### src/rtl/rca_pipe.sv
// rca_pipe: pipelined, segmented ripple-carry adder/subtractor.
// Stage k ripples segment k using the carry registered by stage k-1. Operand
// segments not yet consumed ride along in skew registers, and completed
// segment sums ride along in deskew registers, so one full-width result
// leaves the last stage per cycle.
module rca_pipe #(
    parameter int unsigned WIDTH = 16,
    parameter int unsigned SEG   = 4
) (
    input  logic             clk,
    input  logic             rst_n,
    input  logic             in_valid_i,
    output logic             in_ready_o,
    input  logic [WIDTH-1:0] a_i,
    input  logic [WIDTH-1:0] b_i,
    input  logic             cin_i,
    input  logic             sub_i,
    output logic             out_valid_o,
    input  logic             out_ready_i,
    output logic [WIDTH-1:0] s_o,
    output logic             cout_o,
    output logic             ovf_o
);
    localparam int unsigned NSEG = WIDTH / SEG;

    if (WIDTH % SEG != 0) begin : g_bad_seg
        $error("rca_pipe: WIDTH must be a multiple of SEG");
    end

    logic             adv;
    logic [WIDTH-1:0] b_eff;
    logic             c0;

    // Per-stage inputs: operands still to be summed and sums completed so far
    logic [WIDTH-1:0] a_in   [NSEG];
    logic [WIDTH-1:0] b_in   [NSEG];
    logic [WIDTH-1:0] sum_in [NSEG];
    logic [NSEG-1:0]  c_in;
    logic [NSEG-1:0]  v_in;

    // Per-stage next-state
    logic [SEG:0]     seg_sum [NSEG];
    logic [WIDTH-1:0] sum_d   [NSEG];
    logic [NSEG-1:0]  c_d;
    logic             ovf_d;

    // Pipeline registers
    logic [WIDTH-1:0] a_q   [NSEG];
    logic [WIDTH-1:0] b_q   [NSEG];
    logic [WIDTH-1:0] sum_q [NSEG];
    logic [NSEG-1:0]  c_q;
    logic [NSEG-1:0]  v_q;
    logic             ovf_q;

    // Global advance: the whole pipe moves only when the output slot frees up
    assign adv         = !out_valid_o || out_ready_i;
    assign in_ready_o  = adv;

    // Subtraction is A + ~B + 1; cin acts as a borrow, hence the inversion
    assign b_eff = sub_i ? ~b_i : b_i;
    assign c0    = cin_i ^ sub_i;

    // Route each stage's inputs from the ports (stage 0) or the previous stage
    always_comb begin
        a_in[0]   = a_i;
        b_in[0]   = b_eff;
        sum_in[0] = '0;
        c_in[0]   = c0;
        v_in[0]   = in_valid_i;
        for (int k = 1; k < int'(NSEG); k++) begin
            a_in[k]   = a_q[k-1];
            b_in[k]   = b_q[k-1];
            sum_in[k] = sum_q[k-1];
            c_in[k]   = c_q[k-1];
            v_in[k]   = v_q[k-1];
        end
    end

    // Each stage adds its own segment and splices it into the running sum
    always_comb begin
        for (int k = 0; k < int'(NSEG); k++) begin
            seg_sum[k] = {1'b0, a_in[k][k*SEG +: SEG]}
                       + {1'b0, b_in[k][k*SEG +: SEG]}
                       + {{SEG{1'b0}}, c_in[k]};
            sum_d[k] = sum_in[k];
            sum_d[k][k*SEG +: SEG] = seg_sum[k][SEG-1:0];
            c_d[k] = seg_sum[k][SEG];
        end
    end

    // Carry into the MSB is recovered as a ^ b ^ sum at that bit position
    always_comb begin
        ovf_d = a_in[NSEG-1][WIDTH-1] ^ b_in[NSEG-1][WIDTH-1] ^ sum_d[NSEG-1][WIDTH-1]
              ^ c_d[NSEG-1];
    end

    // Pipeline state: everything clears on reset and holds while stalled
    always_ff @(posedge clk or negedge rst_n) begin
        if (!rst_n) begin
            v_q   <= '0;
            c_q   <= '0;
            ovf_q <= 1'b0;
            for (int k = 0; k < int'(NSEG); k++) begin
                a_q[k]   <= '0;
                b_q[k]   <= '0;
                sum_q[k] <= '0;
            end
        end else if (adv) begin
            v_q   <= v_in;
            c_q   <= c_d;
            ovf_q <= ovf_d;
            for (int k = 0; k < int'(NSEG); k++) begin
                a_q[k]   <= a_in[k];
                b_q[k]   <= b_in[k];
                sum_q[k] <= sum_d[k];
            end
        end
    end

    assign out_valid_o = v_q[NSEG-1];
    assign s_o         = sum_q[NSEG-1];
    assign cout_o      = c_q[NSEG-1];
    assign ovf_o       = ovf_q;

endmodule

### config.mk
export PLATFORM = sky130hd
export DESIGN_NAME = rca_pipe
export DESIGN_NICKNAME = d
export VERILOG_FILES = /design/src/rtl/rca_pipe.sv
export SDC_FILE = /design/constraint.sdc
export NUM_CORES = 1
export LEC_CHECK = 0
export CORE_ASPECT_RATIO = 1.1
export CORE_MARGIN = 4
export CORE_UTILIZATION = 43
export DETAILED_ROUTE_END_ITERATION = 10
export PLACE_DENSITY = 0.68
export SLEW_MARGIN = 20
export SYNTH_ARGS = -nofsm -noshare
export SYNTH_HDL_FRONTEND = slang
export SYNTH_SLANG_ARGS = --single-unit
### constraint.sdc
create_clock -name clk -period 2.31 [get_ports clk]
set_clock_uncertainty 0.05 [all_clocks]
set_input_delay 0.462 -clock clk [delete_from_list [all_inputs] [get_ports clk]]
set_output_delay 0.462 -clock clk [all_outputs]
set_load 0.02 [all_outputs]
==> impl_metrics.ini, run 1 <==
[global_route]
antenna_found_initial = 0
overflow = 0
grt_pass1_wl_mm = 13.63
grt_max_degree = 108
grt_use_total = 0.1489
first_global_vias = 2901

[pwr]
sw_frac_of_total = 0.3580
p_clk_frac = 0.194
p_leak_nw = 2.570
p_int_mw = 4.320
power_mw = 6.729
pwr-share-seq = 0.428
p_comb_frac = 0.378
ir_drop_mv = 0.5147
p_switching_mw = 2.409
power_density_nw_per_um2 = 1300

[sta]
setup_viol_count_final = 0
fmax_mhz = 458.9
fin_crit_sh = 0.9433
slew_viol_final = 0
grt_setup_unrepaired = no
tightest_slew_ns = 0.8178
max_slew_margin = 0.4548
min_period_ns = 2.179
finalHoldViolCount = 0

[clocking]
cts_setup_buffers = 0
insertion_delay_ns = 0.37
cts_max_path_buffers = 2
h-tree-depth = 3
clkSinkCount = 97
clk_pin_slew_ns = 0.09
cts_tree = yes
hold_buffers = 0
cts_buffers = 9
ctsResizeCount = 0
clock-root-buffer = clkbuf_8

[run]
max_cap_violations = 0

[detailed_routing]
drt-total-wl_mm = 7.666
drt_iter0_markers = 192
dr.pass1.iters = 4
vias = 2917
postRouteAntennaNets = 0
vias_per_cell = 4.667
wl_per_cell_um = 12.27
drc = 0

[cells_and_area]
layout-drive-gt1-share = 0.05906
antennaDiodeCount = 0
finalInstanceArea_um2 = 5176
layout.nets = 561
fillers = 851
area_delta_synth_final_pct = 20.86
final_cells = 625

[critical_path]
crit_path_start_kind = input pin
cp_max_fo = 2
required_ns = 1.80
worst_ep_arrival_time_ns = 1.67
setup.worst_path.class = input pin to output port
setup.worst_path.end_class = output port
rr_worst_depth = 6

[die]
design.portCount = 58
die-height_um = 112.7
rows = 37
coreArea_um2 = 9537
initial_core_util = 0.4491
die_w_um = 103.2
fp.dieArea_um2 = 11620

[hold_path]
hold_class = input pin to async pin

[outcome]
outcome = completed

[synth]
syn_avg_cell_area_um2 = 9.539
yosys_warnings = 0
syn_area_um2 = 4283
synth_cells = 449
yosysSeqAreaShare = 0.5668
synth_cell_types = 21
syn_nets = 507
synth.ff_latch_count = 97

[place]
io_buffer_count = 57
place_hpwl_mm = 5.307
gp_congestion = 0.7485
dp.cells = 609
placed_area_um2 = 4931
-- synth_stat cells --
library cell | n | area (um2)
nor2b_1 | 1 | 6.260
buf_4 | 5 | 37.54
clkbuf_1 | 1 | 3.750
a21oi_2 | 2 | 17.52
inv_4 | 1 | 6.260
xor2_1 | 10 | 87.58
xnor2_1 | 16 | 140.1
nor2_1 | 8 | 30.03
a21oi_1 | 12 | 60.06
nand2_1 | 225 | 844.6
inv_1 | 3 | 11.26
a21o_1 | 7 | 52.55
o21ai_0 | 21 | 105.1
ha_1 | 12 | 150.1
buf_6 | 6 | 67.56
fa_1 | 8 | 160.2
nand2b_1 | 1 | 6.260
buf_2 | 11 | 55.05
o21ai_1 | 1 | 5.000
nor2b_2 | 1 | 8.760
dfrtp_1 | 97 | 2427
-- through the flow --
stage	hold WS, ns	utilization	worst slack (ns)	setup TNS (ns)
after floorplan	0.1164	-	0.03377	0
after CTS	0.02465	0.5425	0.07767	0
after global placement	0.3978	0.5171	-0.2969	-0.7693
after detailed placement	0.4043	0.5171	-0.3207	-0.9991
after global routing	0.04357	0.5428	0.06980	0
final	0.02235	0.5428	0.1309	0
-- path summary, 6_finish.rpt --
path                       slack, ns             startpoint               endpoint
setup / recovery                0.13            out_ready_i             in_ready_o
hold / removal                  0.02                  rst_n   sum_d[1]$_DFFE_PN0P_
setup reg to reg                0.25   a_in[12]$_DFFE_PN0P_      ovf_o$_DFFE_PN0P_
hold reg to reg                 0.42  sum_d[17]$_DFFE_PN0P_  sum_d[17]$_DFFE_PN0P_
max in group asynchronous       1.55                  rst_n   a_in[14]$_DFFE_PN0P_
min in group clk                0.42  sum_d[17]$_DFFE_PN0P_  sum_d[17]$_DFFE_PN0P_
-- layout by cell type (no fill, tap or decap), types with 3 or more instances in the layout --
cell type / n
a21o_1: 7
clkdlybuf4s50_1: 55
a21oi_1: 12
nor2_1: 8
xor2_1: 10
bufinv_16: 3
inv_1: 3
clkbuf_8: 9
fa_1: 8
ha_1: 12
nand2_1: 225
xnor2_1: 16
dfrtp_1: 97
buf_4: 8
o21ai_0: 21
-- power by group through the flow --
stage / sequential, mW / clock [mW] / combinational (mW)
4_1_cts: 2.89 / 1.33 / 2.59
3_5_place_dp: 2.92 / 0 / 2.58
2_1_floorplan: 3.02 / 0 / 1.65
3_3_place_gp: 2.88 / 0 / 2.48
5_1_grt: 2.99 / 1.42 / 2.93
6_report: 2.88 / 1.31 / 2.54
-- cells by family (layout without fill, tap and decap cells) --
family,Yosys count,in the layout,share of synthesized area
XOR/XNOR,26,26,0.05317
AO/OA/AOI/OAI,43,43,0.05609
flip-flops,97,97,0.5668
AND/OR/NAND/NOR,236,236,0.2092
buffers and inverters,27,86,0.04236
adder cells (fa/ha/maj),20,20,0.07245
-- state kept, by name, indices dropped and copies added (netlist names) --
register and count:
c_q 4, sum_d 24, a_in 24, b_in 24
ovf_o 1, v_q 4, s_o 16
-- cell type report --
type                    instances  area, um2  area share
well taps                     117      146.4     0.02828
inverters                       4      17.52    0.003384
flip-flops and latches         97       2427      0.4689
clock inverters                 7      118.9     0.02296
repair buffers                 66      663.1      0.1281
clock buffers                   9      123.9     0.02393
multi-input cells             325       1679      0.3244
-- critical path, cell delays in order --
cell and delay [ns]:
clkdlybuf4s50_1 0.50, nor2b_4 0.07, inv_4 0.04, clkdlybuf4s50_1 0.59
-- metal layers --
metal	part of all wire	GRT usage
met4	0.022	0.06649
met5	0	0
met3	0.038	0.02983
met1	0.47	0.2077
met2	0.47	0.2238
Power figures use the tool's default switching activity.
==> inputs of run 2 (changes only) <==
--- a/config.mk
+++ b/config.mk
@@ -7,9 +7,10 @@
 export LEC_CHECK = 0
 export CORE_ASPECT_RATIO = 1.1
 export CORE_MARGIN = 4
-export CORE_UTILIZATION = 43
+export CORE_UTILIZATION = 25
 export DETAILED_ROUTE_END_ITERATION = 10
-export PLACE_DENSITY = 0.68
+export GPL_ROUTABILITY_DRIVEN = 0
+export PLACE_DENSITY = 0.46
 export SLEW_MARGIN = 20
 export SYNTH_ARGS = -nofsm -noshare
 export SYNTH_HDL_FRONTEND = slang
==> run 2 against run 1 <==
  * Power rose by 2.4%
  * Non-clock buffer count rose by 1
  * Clock-buffer cell count rose by 5
  * Clock power rose by 9.9%
  * Register-to-register slack improved by 0.02 ns
  * Hold slack improved by 0.39 ns
  * Wire length rose by 8.5%
  * Fmax fell by 0.68%
  * Die area rose by 66%
  * Utilization fell by 22 points
  * Global-route usage fell by 5.6 points
  * Largest cell class unchanged
  * Largest power group unchanged
==> impl_metrics.ini, run 2 (synthesis results as in run 1) <==
[pwr]
pwr-share-seq = 0.417
p_int_mw = 4.460
ir_drop_mv = 0.6201
sw_frac_of_total = 0.3528
power_mw = 6.892
p_switching_mw = 2.431
p_clk_frac = 0.210
power_density_nw_per_um2 = 1287
p_comb_frac = 0.373
p_leak_nw = 2.605

[cells_and_area]
layout.nets = 562
area_delta_synth_final_pct = 25.04
antennaDiodeCount = 0
post-route-util = 0.3235
final_cells = 713
final_cell_mix = nand2_1 (225), dfrtp_1 (97), clkdlybuf4s50_1 (55)
layout_commonest_cell = nand2_1
finalInstanceArea_um2 = 5355
layout-drive-gt1-share = 0.05697

[die]
fp.dieArea_um2 = 19290
rows = 49
coreArea_um2 = 16550
die-height_um = 145.3
design.portCount = 58
die_w_um = 132.8
initial_core_util = 0.2587

[sta]
fin_crit_sh = 0.9498
grt_setup_unrepaired = no
tightest_slew_ns = 0.4558
setup_viol_count_final = 0
slew_viol_final = 0
min_period_ns = 2.194
fmax_mhz = 455.8
finalHoldViolCount = 0
fin_ws_ns = 0.1160
max_slew_margin = 0.6962

[critical_path]
cpPeakStageDelay_ns = 0.60
crit_family = buffers and inverters
cp_num_buf_inv = 3
crit_path_start_kind = input pin
cp_max_fo = 2
required_ns = 1.80
setup.worst_path.end_class = output port
setup.worst_path.class = input pin to output port
crit_top_cell = clkdlybuf4s50_1
slowest_stage = clkdlybuf4s50_1
path_cells = clkdlybuf4s50_1 -> nor2b_4 -> inv_4 -> clkdlybuf4s50_1
worst_ep_arrival_time_ns = 1.68

[run]
max_cap_violations = 0

[clocking]
cts_setup_buffers = 0
clk_pin_slew_ns = 0.06
clkSinkCount = 97
clock-root-buffer = clkbuf_16
cts_tree = yes
cts_max_path_buffers = 2
h-tree-depth = 3
insertion_delay_ns = 0.34
cts_buffers = 9

[detailed_routing]
vias = 2910
drt-total-wl_mm = 8.317
drt_iter0_markers = 160
postRouteAntennaNets = 0
wl_per_cell_um = 11.66
dr.pass1.iters = 4
drc = 0
vias_per_cell = 4.081

[place]
io_buffer_count = 57
placed_area_um2 = 5052
post-place-ws_ns = -0.4059
dp.cells = 696
place_hpwl_mm = 5.623

[hold_path]
hold_class = flip-flop to flip-flop

[global_route]
first_global_vias = 3050
antenna_found_initial = 0
grt_max_degree = 108
grt_pass1_wl_mm = 14.90
grt_use_total = 0.09300
overflow = 0

[outcome]
outcome = completed
run 2: changes by cell type in the layout (fill, tap and decap cells not counted), sizes merged:
cell | previous run | this run
dlygate4sd2 | 0 | 1
dlymetal6s2s | 1 | 0
bufinv | 3 | 0
clkbuf | 9 | 14
clkinvlp | 2 | 0
dlygate4sd3 | 0 | 1
run 2: area by class of cell:
class	instances	area, um2
Clock buffer	14	284.0
Clock inverter	2	10.01
Fill cell	1764	11200
Inverter	4	17.52
Multi-Input combinational cell	325	1679
Sequential cell	97	2427
Tap cell	204	255.2
Timing Repair Buffer	67	681.9
run 2: final timing paths:
path	startpoint	end	slack [ns]	cells after the start
worst max-delay path	out_ready_i	in_ready_o	0.12	4
worst min-delay path	s_o[10]$_DFFE_PN0P_	s_o[10]$_DFFE_PN0P_	0.41	2
worst max register to register	a_in[12]$_DFFE_PN0P_	ovf_o$_DFFE_PN0P_	0.27	6
worst min register to register	s_o[10]$_DFFE_PN0P_	s_o[10]$_DFFE_PN0P_	0.41	2
max in group asynchronous	rst_n	a_in[30]$_DFFE_PN0P_	1.14	3
min in group asynchronous	rst_n	sum_d[32]$_DFFE_PN0P_	0.50	2
run 2: per-layer routing:
| metal | part of all wire | wire length [um] | track usage | up-vias |
|---|---|---|---|---|
| li1 | - | - | - | 1507 |
| met5 | 0 | 0 | 0 | - |
| met1 | 0.51 | 4218 | 0.1290 | 1347 |
| met4 | 0.017 | 140 | 0.03274 | 0 |
| met2 | 0.44 | 3627 | 0.1390 | 48 |
| met3 | 0.040 | 330 | 0.02632 | 8 |
run 2: metrics by stage:
| step | hold WS, ns | setup TNS [ns] |
|---|---|---|
| 2_1_floorplan | 0.1164 | 0 |
| 3_3_place_gp | 0.3148 | -0.9215 |
| 3_5_place_dp | 0.3203 | -1.166 |
| 4_1_cts | 0.4200 | 0 |
| 5_1_grt | 0.4401 | 0 |
| 6_report | 0.4128 | 0 |
run 2: repair_timing:
action	4_1_cts	5_1_grt
hold buffers	1	0
endpoints found under the setup margin	2	0
resized for setup	1	0
hold endpoints to repair	17	0
run 2: worst reg2reg max path, delay by kind of cell (launching register included):
kind	cells	cell delay [ns]
compound gates	3	0.46
xor+xnor	1	0.13
fa+ha+maj	2	0.88
flops	1	0.40
run 2: power by group through the flow:
stage | combinational, mW | sequential (mW) | clock (mW)
after global placement | 2.58 | 2.90 | 0
after CTS | 2.64 | 2.89 | 1.50
after detailed placement | 2.64 | 2.92 | 0
final | 2.57 | 2.87 | 1.44
after global routing | 2.98 | 2.99 | 1.59
after floorplan | 1.65 | 3.02 | 0
==> inputs of run 3 (changes only) <==
--- a/config.mk
+++ b/config.mk
@@ -7,10 +7,10 @@
 export LEC_CHECK = 0
 export CORE_ASPECT_RATIO = 1.1
 export CORE_MARGIN = 4
-export CORE_UTILIZATION = 25
+export CORE_UTILIZATION = 59
 export DETAILED_ROUTE_END_ITERATION = 10
 export GPL_ROUTABILITY_DRIVEN = 0
-export PLACE_DENSITY = 0.46
+export PLACE_DENSITY = 0.88
 export SLEW_MARGIN = 20
 export SYNTH_ARGS = -nofsm -noshare
 export SYNTH_HDL_FRONTEND = slang
==> constraint.sdc (replaced) <==
create_clock -name clk -period 2.6 [get_ports clk]
set_clock_uncertainty 0.05 [all_clocks]
set_input_delay 0.52 -clock clk [delete_from_list [all_inputs] [get_ports clk]]
set_output_delay 0.52 -clock clk [all_outputs]
set_load 0.02 [all_outputs]
==> run 3 against run 2 <==
  * Die area is 55% lower
  * Non-clock buffer count is 4 lower
  * Wire length is 14% lower
  * First-iteration DRC count is 46% higher
  * Clock power is 38% lower
  * Largest cell class unchanged
  * Cell area is 5.7% lower
  * Via count is 1.9% higher
  * Critical path depth is 3 higher
  * Hold slack worse by 0.25 ns
  * Sequential power is 11% lower
  * Register-to-register slack better by 0.28 ns
  * Clock-buffer cell count is 3 lower
==> impl_metrics.ini, run 3 (synthesis results as in run 1) <==
[cells_and_area]
layout-drive-gt1-share = 0.05159
antennaDiodeCount = 0
area_delta_synth_final_pct = 17.88
regArea_um2 = 2427
multi_input_area_um2 = 1679
fillers = 535
layout.nets = 558
layout_commonest_cell = nand2_1
final_cell_mix = nand2_1 (225), dfrtp_1 (97), clkdlybuf4s50_1 (56)

[pwr]
p_int_mw = 3.589
p_switching_mw = 2.105
pwr-share-seq = 0.448
p_clk_frac = 0.156
p_comb_frac = 0.396
power_density_nw_per_um2 = 1128
ir_drop_mv = 0.7889
p_leak_nw = 2.518
sw_frac_of_total = 0.3697

[global_route]
overflow = 0
first_global_vias = 3014
grt_max_degree = 108
grt_use_total = 0.1844
grt_pass1_wl_mm = 12.86
antenna_found_initial = 0

[sta]
min_period_ns = 2.366
fin_setup_tns_ns = 0
slew_viol_final = 0
setup_viol_count_final = 0
fin_ws_ns = 0.2338
fmax_mhz = 422.6
max_slew_margin = 0.4648
fin_crit_sh = 0.9101
finalHoldViolCount = 0
tightest_slew_ns = 0.8029
grt_setup_unrepaired = no

[die]
fp.dieArea_um2 = 8688
die_w_um = 89.24
rows = 32
die-height_um = 97.36
initial_core_util = 0.6078
coreArea_um2 = 7047
design.portCount = 58

[clocking]
cts_buffers = 9
ctsResizeCount = 0
cts_tree = yes
h-tree-depth = 3
insertion_delay_ns = 0.35
cts_setup_buffers = 0
hold_buffers = 0
cts_max_path_buffers = 2
clk_pin_slew_ns = 0.09
clock-root-buffer = clkbuf_8
clkSinkCount = 97

[critical_path]
worst_ep_arrival_time_ns = 2.52
cpPeakStageDelay_ns = 0.52
path_cells = clkdlybuf4s50_1 -> xor2_1 -> fa_1 -> fa_1 -> a21o_1 -> a21oi_1 -> a21oi_1
crit_path_start_kind = input pin
setup.worst_path.class = input pin to flip-flop
required_ns = 2.75
regToRegStartpoint = a_in[12]$_DFFE_PN0P_
rr_worst_depth = 6
setup.worst_path.end_class = flip-flop
rrSetupSlack_ns = 0.55
slowest_stage = clkdlybuf4s50_1
cp_max_fo = 4
rr_endpoint = ovf_o$_DFFE_PN0P_
worstSetupStartpoint = sub_i

[detailed_routing]
vias = 2966
drt_iter0_markers = 234
dr.pass1.iters = 4
drt-total-wl_mm = 7.131
postRouteAntennaNets = 0
vias_per_cell = 5.036
drc = 0
wl_per_cell_um = 12.11

[hold_path]
hold_class = input pin to async pin

[run]
max_cap_violations = 0

[place]
post-place-ws_ns = -0.1410
io_buffer_count = 57
place_hpwl_mm = 4.887

[outcome]
outcome = completed
run 3: changes by cell type in the layout (fill, tap and decap cells not counted), sizes merged:
| cell | previous run | this run |
|---|---|---|
| clkinvlp | 0 | 2 |
| dlygate4sd3 | 1 | 0 |
| buf | 10 | 7 |
| clkdlybuf4s50 | 55 | 56 |
| dlygate4sd2 | 1 | 0 |
| clkbuf | 14 | 11 |
run 3: final cells by class:
| type | count | area share |
|---|---|---|
| clock inverter | 4 | 0.005700 |
| tap | 85 | 0.02107 |
| timing repair buffer | 63 | 0.1264 |
| inverter | 4 | 0.003470 |
| clock buffer | 11 | 0.02999 |
| sequential | 97 | 0.4808 |
| multi-input combinational | 325 | 0.3326 |
run 3: metal layers:
layer	track usage	up-vias	wire, um
met5	0	-	0
met4	0.06529	0	112
met3	0.03817	8	338
met2	0.3086	56	3435
met1	0.2343	1413	3245
li1	-	1489	-
run 3: power by group through the flow:
stage | sequential, mW | clock, mW | combinational [mW]
floorplan | 2.68 | 0 | 1.47
global placement | 2.55 | 0 | 2.18
detailed placement | 2.59 | 0 | 2.29
CTS | 2.56 | 0.901 | 2.30
global route | 2.64 | 0.972 | 2.59
finish | 2.55 | 0.886 | 2.26
run 3: worst max path at each step:
stage / end / slack (ns) / depth (start not counted)
final: c_q[0]$_DFFE_PN0P_ / 0.23 / 7
after detailed placement: c_q[0]$_DFFE_PN0P_ / -0.14 / 7
after CTS: c_q[0]$_DFFE_PN0P_ / 0.24 / 7
after global placement: c_q[0]$_DFFE_PN0P_ / -0.05 / 7
after global routing: sum_d[34]$_DFFE_PN0P_ / 0.18 / 7
after floorplan: c_q[0]$_DFFE_PN0P_ / 0.27 / 8
run 3: worst max-delay path, delay by kind of cell:
kind                       cells  cell delay [ns]
adders and majority gates      2             0.87
buffers and inverters          1             0.52
xor gates and xnor gates       1             0.21
AOI/OAI and AO/OA              3             0.40
run 3: per-stage QoR:
step | instance area (um2) | power, mW | hold WS, ns | std cells | util
after floorplan | 4283 | 4.151 | 0.1744 | 449 | -
after global placement | 4868 | 4.731 | 0.3950 | 574 | 0.6909
after detailed placement | 4868 | 4.878 | 0.4014 | 574 | 0.6909
after CTS | 5049 | 5.758 | 0.1752 | 589 | 0.7164
after global routing | 5049 | 6.205 | 0.1965 | 589 | 0.7164
final | 5049 | 5.694 | 0.1602 | 589 | 0.7164
